$ cat src/rtl/prog_mem_loadable.sv
// prog_mem_loadable: Jac1-8 program memory. It is cleared to NOP after reset and
// written at run time by a streaming loader that packs beats MSB-first into words.
module prog_mem_loadable #(
    parameter int PC_WIDTH = 8,
    parameter int IR_WIDTH = 16,
    parameter int CMD_CNT  = 64,
    parameter int LD_WIDTH = 8,
    parameter int REG_READ = 0
) (
    input  logic                clk,
    input  logic                res,
    input  logic [PC_WIDTH-1:0] pc,
    output logic [IR_WIDTH-1:0] ir,
    output logic                ir_valid,
    output logic                busy,
    input  logic                ld_start,
    input  logic [PC_WIDTH-1:0] ld_addr,
    input  logic                ld_valid,
    output logic                ld_ready,
    input  logic [LD_WIDTH-1:0] ld_data,
    input  logic                ld_last,
    output logic                ld_done,
    output logic                ld_err
);
    localparam int BPW = IR_WIDTH / LD_WIDTH;
    localparam int BW  = BPW > 1 ? $clog2(BPW) : 1;
    localparam int AW  = CMD_CNT > 1 ? $clog2(CMD_CNT) : 1;
    localparam logic [PC_WIDTH:0] CNT       = (PC_WIDTH+1)'(CMD_CNT);
    localparam logic [BW-1:0]     LAST_BEAT = BW'(BPW - 1);
    localparam logic [AW-1:0]     LAST_CLR  = AW'(CMD_CNT - 1);
    localparam logic [1:0] S_CLEAR = 2'd0, S_IDLE = 2'd1, S_LOAD = 2'd2, S_DRAIN = 2'd3;

    logic [IR_WIDTH-1:0] mem [CMD_CNT];
    logic [1:0]          state_q, state_d;
    logic [AW-1:0]       clr_addr_q, clr_addr_d;
    logic [PC_WIDTH:0]   wr_addr_q, wr_addr_d;
    logic [BW-1:0]       beat_q, beat_d;
    logic [IR_WIDTH-1:0] word_q, word_d;
    logic                ld_done_q, ld_done_d, ld_err_q, ld_err_d;
    logic                xfer, word_end, overflow, start_bad, we;
    logic [AW-1:0]       we_addr;
    logic [IR_WIDTH-1:0] we_data, shifted, ir_c;

    assign busy      = state_q != S_IDLE;
    assign ld_ready  = state_q == S_LOAD || state_q == S_DRAIN;
    assign ld_done   = ld_done_q;
    assign ld_err    = ld_err_q;
    assign xfer      = ld_valid && ld_ready;
    assign shifted   = (word_q << LD_WIDTH) | IR_WIDTH'(ld_data);
    // wr_addr carries one extra bit so stepping past the last word is visible
    assign overflow  = wr_addr_q >= CNT;
    assign word_end  = beat_q == LAST_BEAT;
    assign start_bad = {1'b0, ld_addr} >= CNT;
    assign we        = state_q == S_CLEAR || (state_q == S_LOAD && xfer && !overflow && word_end);
    assign we_addr   = state_q == S_CLEAR ? clr_addr_q : wr_addr_q[AW-1:0];
    assign we_data   = state_q == S_CLEAR ? '0 : shifted;

    always_comb begin
        state_d    = state_q;
        clr_addr_d = clr_addr_q;
        wr_addr_d  = wr_addr_q;
        beat_d     = beat_q;
        word_d     = word_q;
        ld_done_d  = 1'b0;
        ld_err_d   = ld_err_q;
        case (state_q)
            S_CLEAR: begin
                clr_addr_d = clr_addr_q == LAST_CLR ? '0 : clr_addr_q + 1'b1;
                state_d    = clr_addr_q == LAST_CLR ? S_IDLE : S_CLEAR;
            end
            S_IDLE: if (ld_start) begin
                wr_addr_d = {1'b0, ld_addr};
                beat_d    = '0;
                ld_err_d  = start_bad;
                state_d   = start_bad ? S_DRAIN : S_LOAD;
            end
            S_LOAD: if (xfer) begin
                if (overflow) begin
                    ld_err_d  = 1'b1;
                    ld_done_d = ld_last;
                    state_d   = ld_last ? S_IDLE : S_DRAIN;
                end else begin
                    word_d    = shifted;
                    beat_d    = word_end ? '0 : beat_q + 1'b1;
                    wr_addr_d = word_end ? wr_addr_q + 1'b1 : wr_addr_q;
                    ld_done_d = ld_last;
                    ld_err_d  = ld_err_q || (ld_last && !word_end);
                    state_d   = ld_last ? S_IDLE : S_LOAD;
                end
            end
            default: if (xfer && ld_last) begin
                ld_done_d = 1'b1;
                state_d   = S_IDLE;
            end
        endcase
    end

    always_ff @(posedge clk) begin
        if (res) begin
            state_q    <= S_CLEAR;
            clr_addr_q <= '0;
            wr_addr_q  <= '0;
            beat_q     <= '0;
            word_q     <= '0;
            ld_done_q  <= 1'b0;
            ld_err_q   <= 1'b0;
        end else begin
            state_q    <= state_d;
            clr_addr_q <= clr_addr_d;
            wr_addr_q  <= wr_addr_d;
            beat_q     <= beat_d;
            word_q     <= word_d;
            ld_done_q  <= ld_done_d;
            ld_err_q   <= ld_err_d;
        end
    end

    always_ff @(posedge clk) begin
        if (we)
            mem[we_addr] <= we_data;
    end

    assign ir_c = (busy || {1'b0, pc} >= CNT) ? '0 : mem[pc[AW-1:0]];

    generate
        if (REG_READ != 0) begin : g_reg
            logic [IR_WIDTH-1:0] ir_q;
            logic                ir_valid_q;
            always_ff @(posedge clk) begin
                if (res) begin
                    ir_q       <= '0;
                    ir_valid_q <= 1'b0;
                end else begin
                    ir_q       <= ir_c;
                    ir_valid_q <= !busy;
                end
            end
            assign ir       = ir_q;
            assign ir_valid = ir_valid_q;
        end else begin : g_comb
            assign ir       = ir_c;
            assign ir_valid = !busy;
        end
    endgenerate
endmodule

$ cat config.mk
export PLATFORM = sky130hd
export DESIGN_NAME = prog_mem_loadable
export DESIGN_NICKNAME = d
export VERILOG_FILES = /design/src/rtl/prog_mem_loadable.sv
export SDC_FILE = /design/constraint.sdc
export NUM_CORES = 1
export LEC_CHECK = 0
export ABC_AREA = 1
export CAP_MARGIN = 40
export CORE_ASPECT_RATIO = 1.5
export CORE_MARGIN = 10
export CORE_UTILIZATION = 65
export CTS_CLUSTER_DIAMETER = 60
export DETAILED_ROUTE_END_ITERATION = 10
export GPL_ROUTABILITY_DRIVEN = 0
export PLACE_DENSITY = 0.82
export SLEW_MARGIN = 10
export SYNTH_ARGS = -nofsm -noshare
export SYNTH_HDL_FRONTEND = slang
export SYNTH_SLANG_ARGS = --single-unit
$ cat constraint.sdc
create_clock -name clk -period 9.59 [get_ports clk]
set_clock_uncertainty 0.15 [all_clocks]
set_input_delay 2.877 -clock clk [delete_from_list [all_inputs] [get_ports clk]]
set_output_delay 2.877 -clock clk [all_outputs]
set_load 0.02 [all_outputs]
Word level (Yosys, flattened, before mapping)
Memories as Yosys holds them, arrays and structs flattened.
Index checks and enable logic that the tools add are counted.
{"block": "totals", "n_memories": 1, "out_inout_bits": 21, "ram_bits": 1024, "inputBits": 29, "regBits": 28, "wordCells": 79}
{"name": "mem", "depth": 64, "width": 16, "read_ports": 1, "rd_ports_with_merged_regs": 0, "wr": 1, "line": "33", "source": "logic [IR_WIDTH-1:0] mem [CMD_CNT];"}
{"block": "op_classes", "mux": 32, "order_cmp": 3, "add_sub_neg": 3, "bitwise_logic": 2, "reduce_logical": 22, "eq_ne": 9}
{"op": "9-bit 2-to-1 mux", "count": 4}
{"op": "16-bit 2-to-1 mux", "count": 2}
{"op": "9-bit one-hot mux with 2 select lines", "count": 1}
{"op": "8-bit by 7-bit greater-or-equal comparator with 1-bit output, second input constant", "count": 2}
{"op": "16-bit by 8-bit OR with 16-bit output", "count": 1}
{"op": "1-bit 2-to-1 mux", "count": 13}
{"op": "2-bit 2-to-1 mux", "count": 6}
{"op": "6-bit 2-to-1 mux", "count": 2}
{"op": "9-bit by 1-bit adder with 9-bit output, second input constant", "count": 1}
{"op": "9-bit by 7-bit greater-or-equal comparator with 1-bit output, second input constant", "count": 1}
{"op": "3-bit AND reduction", "count": 3}
{"op": "2-bit inequality test, second input constant", "count": 4}
{"op": "6-bit by 1-bit adder with 6-bit output, second input constant", "count": 1}
{"op": "6-bit == test, second input constant", "count": 1}
{"op": "1-bit logical AND", "count": 6}
{"op": "1-bit one-hot mux with 2 select lines", "count": 3}
{"op": "2-bit one-hot mux with 3 select lines", "count": 1}
{"op": "5-bit AND reduction", "count": 1}
{"op": "2-bit == test, second input constant", "count": 2}
{"op": "1-bit logical OR", "count": 4}
{"op": "4-bit AND reduction", "count": 1}
{"op": "4-bit nonzero test", "count": 1}
{"op": "1-bit logical NOT", "count": 3}
{"op": "2-bit by 1-bit == test with 1-bit output, second input constant", "count": 1}
{"op": "6 further kinds", "count": 6}

Depth between registers and ports, before layout
{"block": "depth", "depth_word": 9, "mapped_depth": 12, "ltp_nobuf": 10}

Worst setup path after synthesis
No wires, ideal clock.
{"block": "synth_timing", "kind": "input -> output", "start": "in pc[0]", "end": "out ir[11]", "t_arrival_ns": 4.275, "stages": 11, "n_path_buf": 3, "slack_ns": 2.288, "required_ns": 6.563, "cell_sequence": "buf_4 buf_2 clkbuf_1 nand2_1 nand3_1 nand3_1 nand2_1 nand2_1 nand3_1 nand3_1 a21oi_1"}
{"block": "synth_between", "elab_chain_cells": 3, "elab_cells_between_ends": 4, "cone_classes": "1 x order compare; 1 x mux; 1 x reduce/logical; 1 x memory"}
{"item": "start: declaration", "line": "12", "source": "input logic [PC_WIDTH-1:0] pc,"}
{"item": "parallel branches: the longest is 2 deep, another holds memory 64 x 16 bit"}
{"item": "16-bit 2-to-1 mux *", "line": "123", "source": "assign ir_c = (busy || {1'b0, pc} >= CNT) ? '0 : mem[pc[AW-1:0]];"}
{"item": "end: declaration", "line": "13", "source": "output logic [IR_WIDTH-1:0] ir,"}
Mark *: on every way between the ends.

Final worst setup path
{"block": "layout_timing", "start": "in pc[0]", "end": "out ir[10]"}
Same word-level chain as after synthesis.

==> impl_metrics.toml <==
[run_status]
status = "finished, final reports clean"

[setup_path]
r2r-start = "state_q[1]"
cp-start-kind = "input pin"
crit_arrival_ps = 5980
endpoint_kind = "output pin"
path_class = "input pin to output pin"
reg2reg_depth = 9
r2r_slack_ps = 5820
reg2reg_to = "mem[62][4]"
cp.required_ps = 6560
worstPathMaxFanout = 88

[synth]
syn_area_per_cell_um2 = 11.5
yosys.area.top_type = "edfxtp_1"
synthesis.area_um2 = 43000
ys_warn_count = 0
syn_nets = 3777
yosysUniqueCellTypes = 44
ys_ff_latch = 1052
yosysTopAreaCellShare = 0.715
synthCells = 3745
yosysSeqAreaShare = 0.728
ys_top_cells_by_area = "edfxtp_1 71%, nand2_1 12%, nand3_1 10%, dfxtp_1 1.3%, buf_2 1.2%"

[cts]
cts-root-buf = "clkbuf_16"
cts_resized = 0
clock-sinks = 1052
cts_hold_buf = 0
cts_tree = "built"
clk_latency_ps = 660
htreeDepth = 3
clk_pin_slew_ps = 70
postCtsSetupBuffers = 0
cts.path.max_buffers = 3
numCtsBuffers = 91

[floorplan]
core_area_um2 = 65600
die_w_um = 230
std_cell_rows = 115
chipHeight_um = 335
dieArea_um2 = 77100
io_pins = 50
initial_utilization = 0.656

[pwr]
internal_power_mw = 7.93
leakage_nw = 17.5
power.switching_mw = 2.91
clockPowerShare = 0.335
ir_drop_uv = 203
switching_share = 0.269
power.density_nw_per_um2 = 227
combPwrFrac = 0.143
seq_power_share = 0.522

[timing]
finalCriticalPeriod_ps = 9010
finalSetupViolations = 0
finalHoldViolCount = 0
fin_tns_setup_ps = 0
maxSlewHeadroom = 0.358
rsz0062_at_grt = "no"
fin_crit_sh = 0.939
worst_pin_slew_ps = 960
fmax_ghz = 0.111
drv_slew = 0

[cells_and_area]
layout_common_cells = "1319 x nand2_1, 1024 x edfxtp_1, 871 x nand3_1"
final_cell_area_um2 = 47800
area_delta_synth_final_pct = 11.2
fin_nets = 3811
layout-drive-gt1-share = 0.0810
layout_commonest_cell = "nand2_1"
fillCellCount = 4032
n_antenna_cell = 0

[grt]
grt_pass1_vias = 28800
antenna_found_initial = 1
grt_max_degree = 110
grt_overflow = 0
grt_use_total = 0.293
grt_pass1_wl_um = 171000

[routing]
dr_total_vias = 30000
routed_wl_um = 114000
first_pass_iters = 6
drc = 0
drtAntennaViolNets = 0
avgRoutedWirePerCell_um = 24.2
via_per_inst = 6.35
drtIter0Drc = 4828

[placement]
dp_hpwl_um = 61800
dpl_cell_area_um2 = 44900
port_buffers = 49

[hold_path]
hold_class = "flop to flop"
min-delay-start = "clr_addr_q[5]"
hold_path_depth = 2
min_to = "clr_addr_q[5]"

[flow_run]
maxCapViolations = 0
sequential cells by signal (all words and copies together) (netlist names):
| name | cells |
|---|---|
| mem | 1024 |
| wr_addr_q | 9 |
| word_q | 8 |
| clr_addr_q | 6 |
| state_q | 2 |
| beat_q | 1 |
| ld_done | 1 |
| ld_err | 1 |
logic make-up (layout without fill, tap and decap cells):
kind of cell,after synthesis,count (layout),share of synthesized area
buffers and inverters,289,395,0.0285
and+or+nand+nor,2325,2325,0.232
xor gates and xnor gates,4,4,0.000814
DFF,1052,1052,0.728
AOI/OAI and AO/OA,71,71,0.00951
muxes,1,1,0.000233
adders and majority gates,3,3,0.000873
how the worst max path moves through the flow:
stage          start  endpoint  cells after the start
4_1_cts        pc[0]    ir[10]                     11
2_1_floorplan  pc[0]    ir[11]                     11
3_3_place_gp   pc[0]    ir[10]                     11
5_1_grt        pc[0]    ir[10]                     11
6_report       pc[0]    ir[10]                     11
3_5_place_dp   pc[0]    ir[10]                     11
power groups by stage:
stage	combinational [mW]	clock (mW)	sequential, mW
finish	1.55	3.63	5.67
global route	1.64	3.79	5.69
CTS	1.52	3.63	5.66
detailed placement	1.50	0	5.76
global placement	1.46	0	5.75
floorplan	0.863	0	5.75
cells in the mapped netlist (all sizes together):
cell / n
xor2: 4
a41oi: 1
nand3: 873
nor3: 2
nor2: 114
nand2: 1328
inv: 61
a21oi: 33
or2: 5
nand4: 2
o211ai: 2
o22ai: 1
mux2i: 1
o31ai: 1
a22o: 1
buf: 137
clkbuf: 91
o21ai: 28
o21bai: 1
edfxtp: 1024
o32ai: 1
dfxtp: 28
ha: 3
a221oi: 1
a31oi: 1
nor3b: 1
final cells by class:
| cell class | instances | area (um^2) | share of cell area |
|---|---|---|---|
| multi-input cells | 2404 | 10600 | 0.222 |
| inverters | 61 | 251 | 0.00526 |
| clock inverters | 49 | 413 | 0.00863 |
| well taps | 877 | 1100 | 0.0229 |
| flip-flops and latches | 1052 | 31300 | 0.655 |
| repair buffers | 169 | 1660 | 0.0348 |
| clock buffers | 116 | 2500 | 0.0522 |
per-layer routing:
layer | share of wire | global-route usage | up-vias
li1 | - | - | 13100
met2 | 0.50 | 0.491 | 2255
met3 | 0.12 | 0.0516 | 344
met1 | 0.33 | 0.358 | 14300
met5 | 0 | 0 | -
met4 | 0.054 | 0.159 | 0
critical path, cell delays in order:
cell	delay, ps
buf_8	450
buf_12	380
nand2_1	100
nand3_1	100
nand3_1	220
nand2_1	150
nand2_1	70
nand3_1	260
nand3_1	210
a21oi_1	320
clkdlybuf4s50_1	680
per-stage QoR:
stage	power, mW	cells	worst slack, ps	utilization	hold slack, ps
final	10.8	4728	584	0.729	359
after detailed placement	7.26	4563	702	0.685	342
after global routing	11.1	4728	531	0.729	399
after floorplan	6.62	3745	2290	-	309
after global placement	7.21	4561	763	0.684	328
after CTS	10.8	4728	694	0.729	359
No activity file was read; power rests on OpenSTA's default activity.
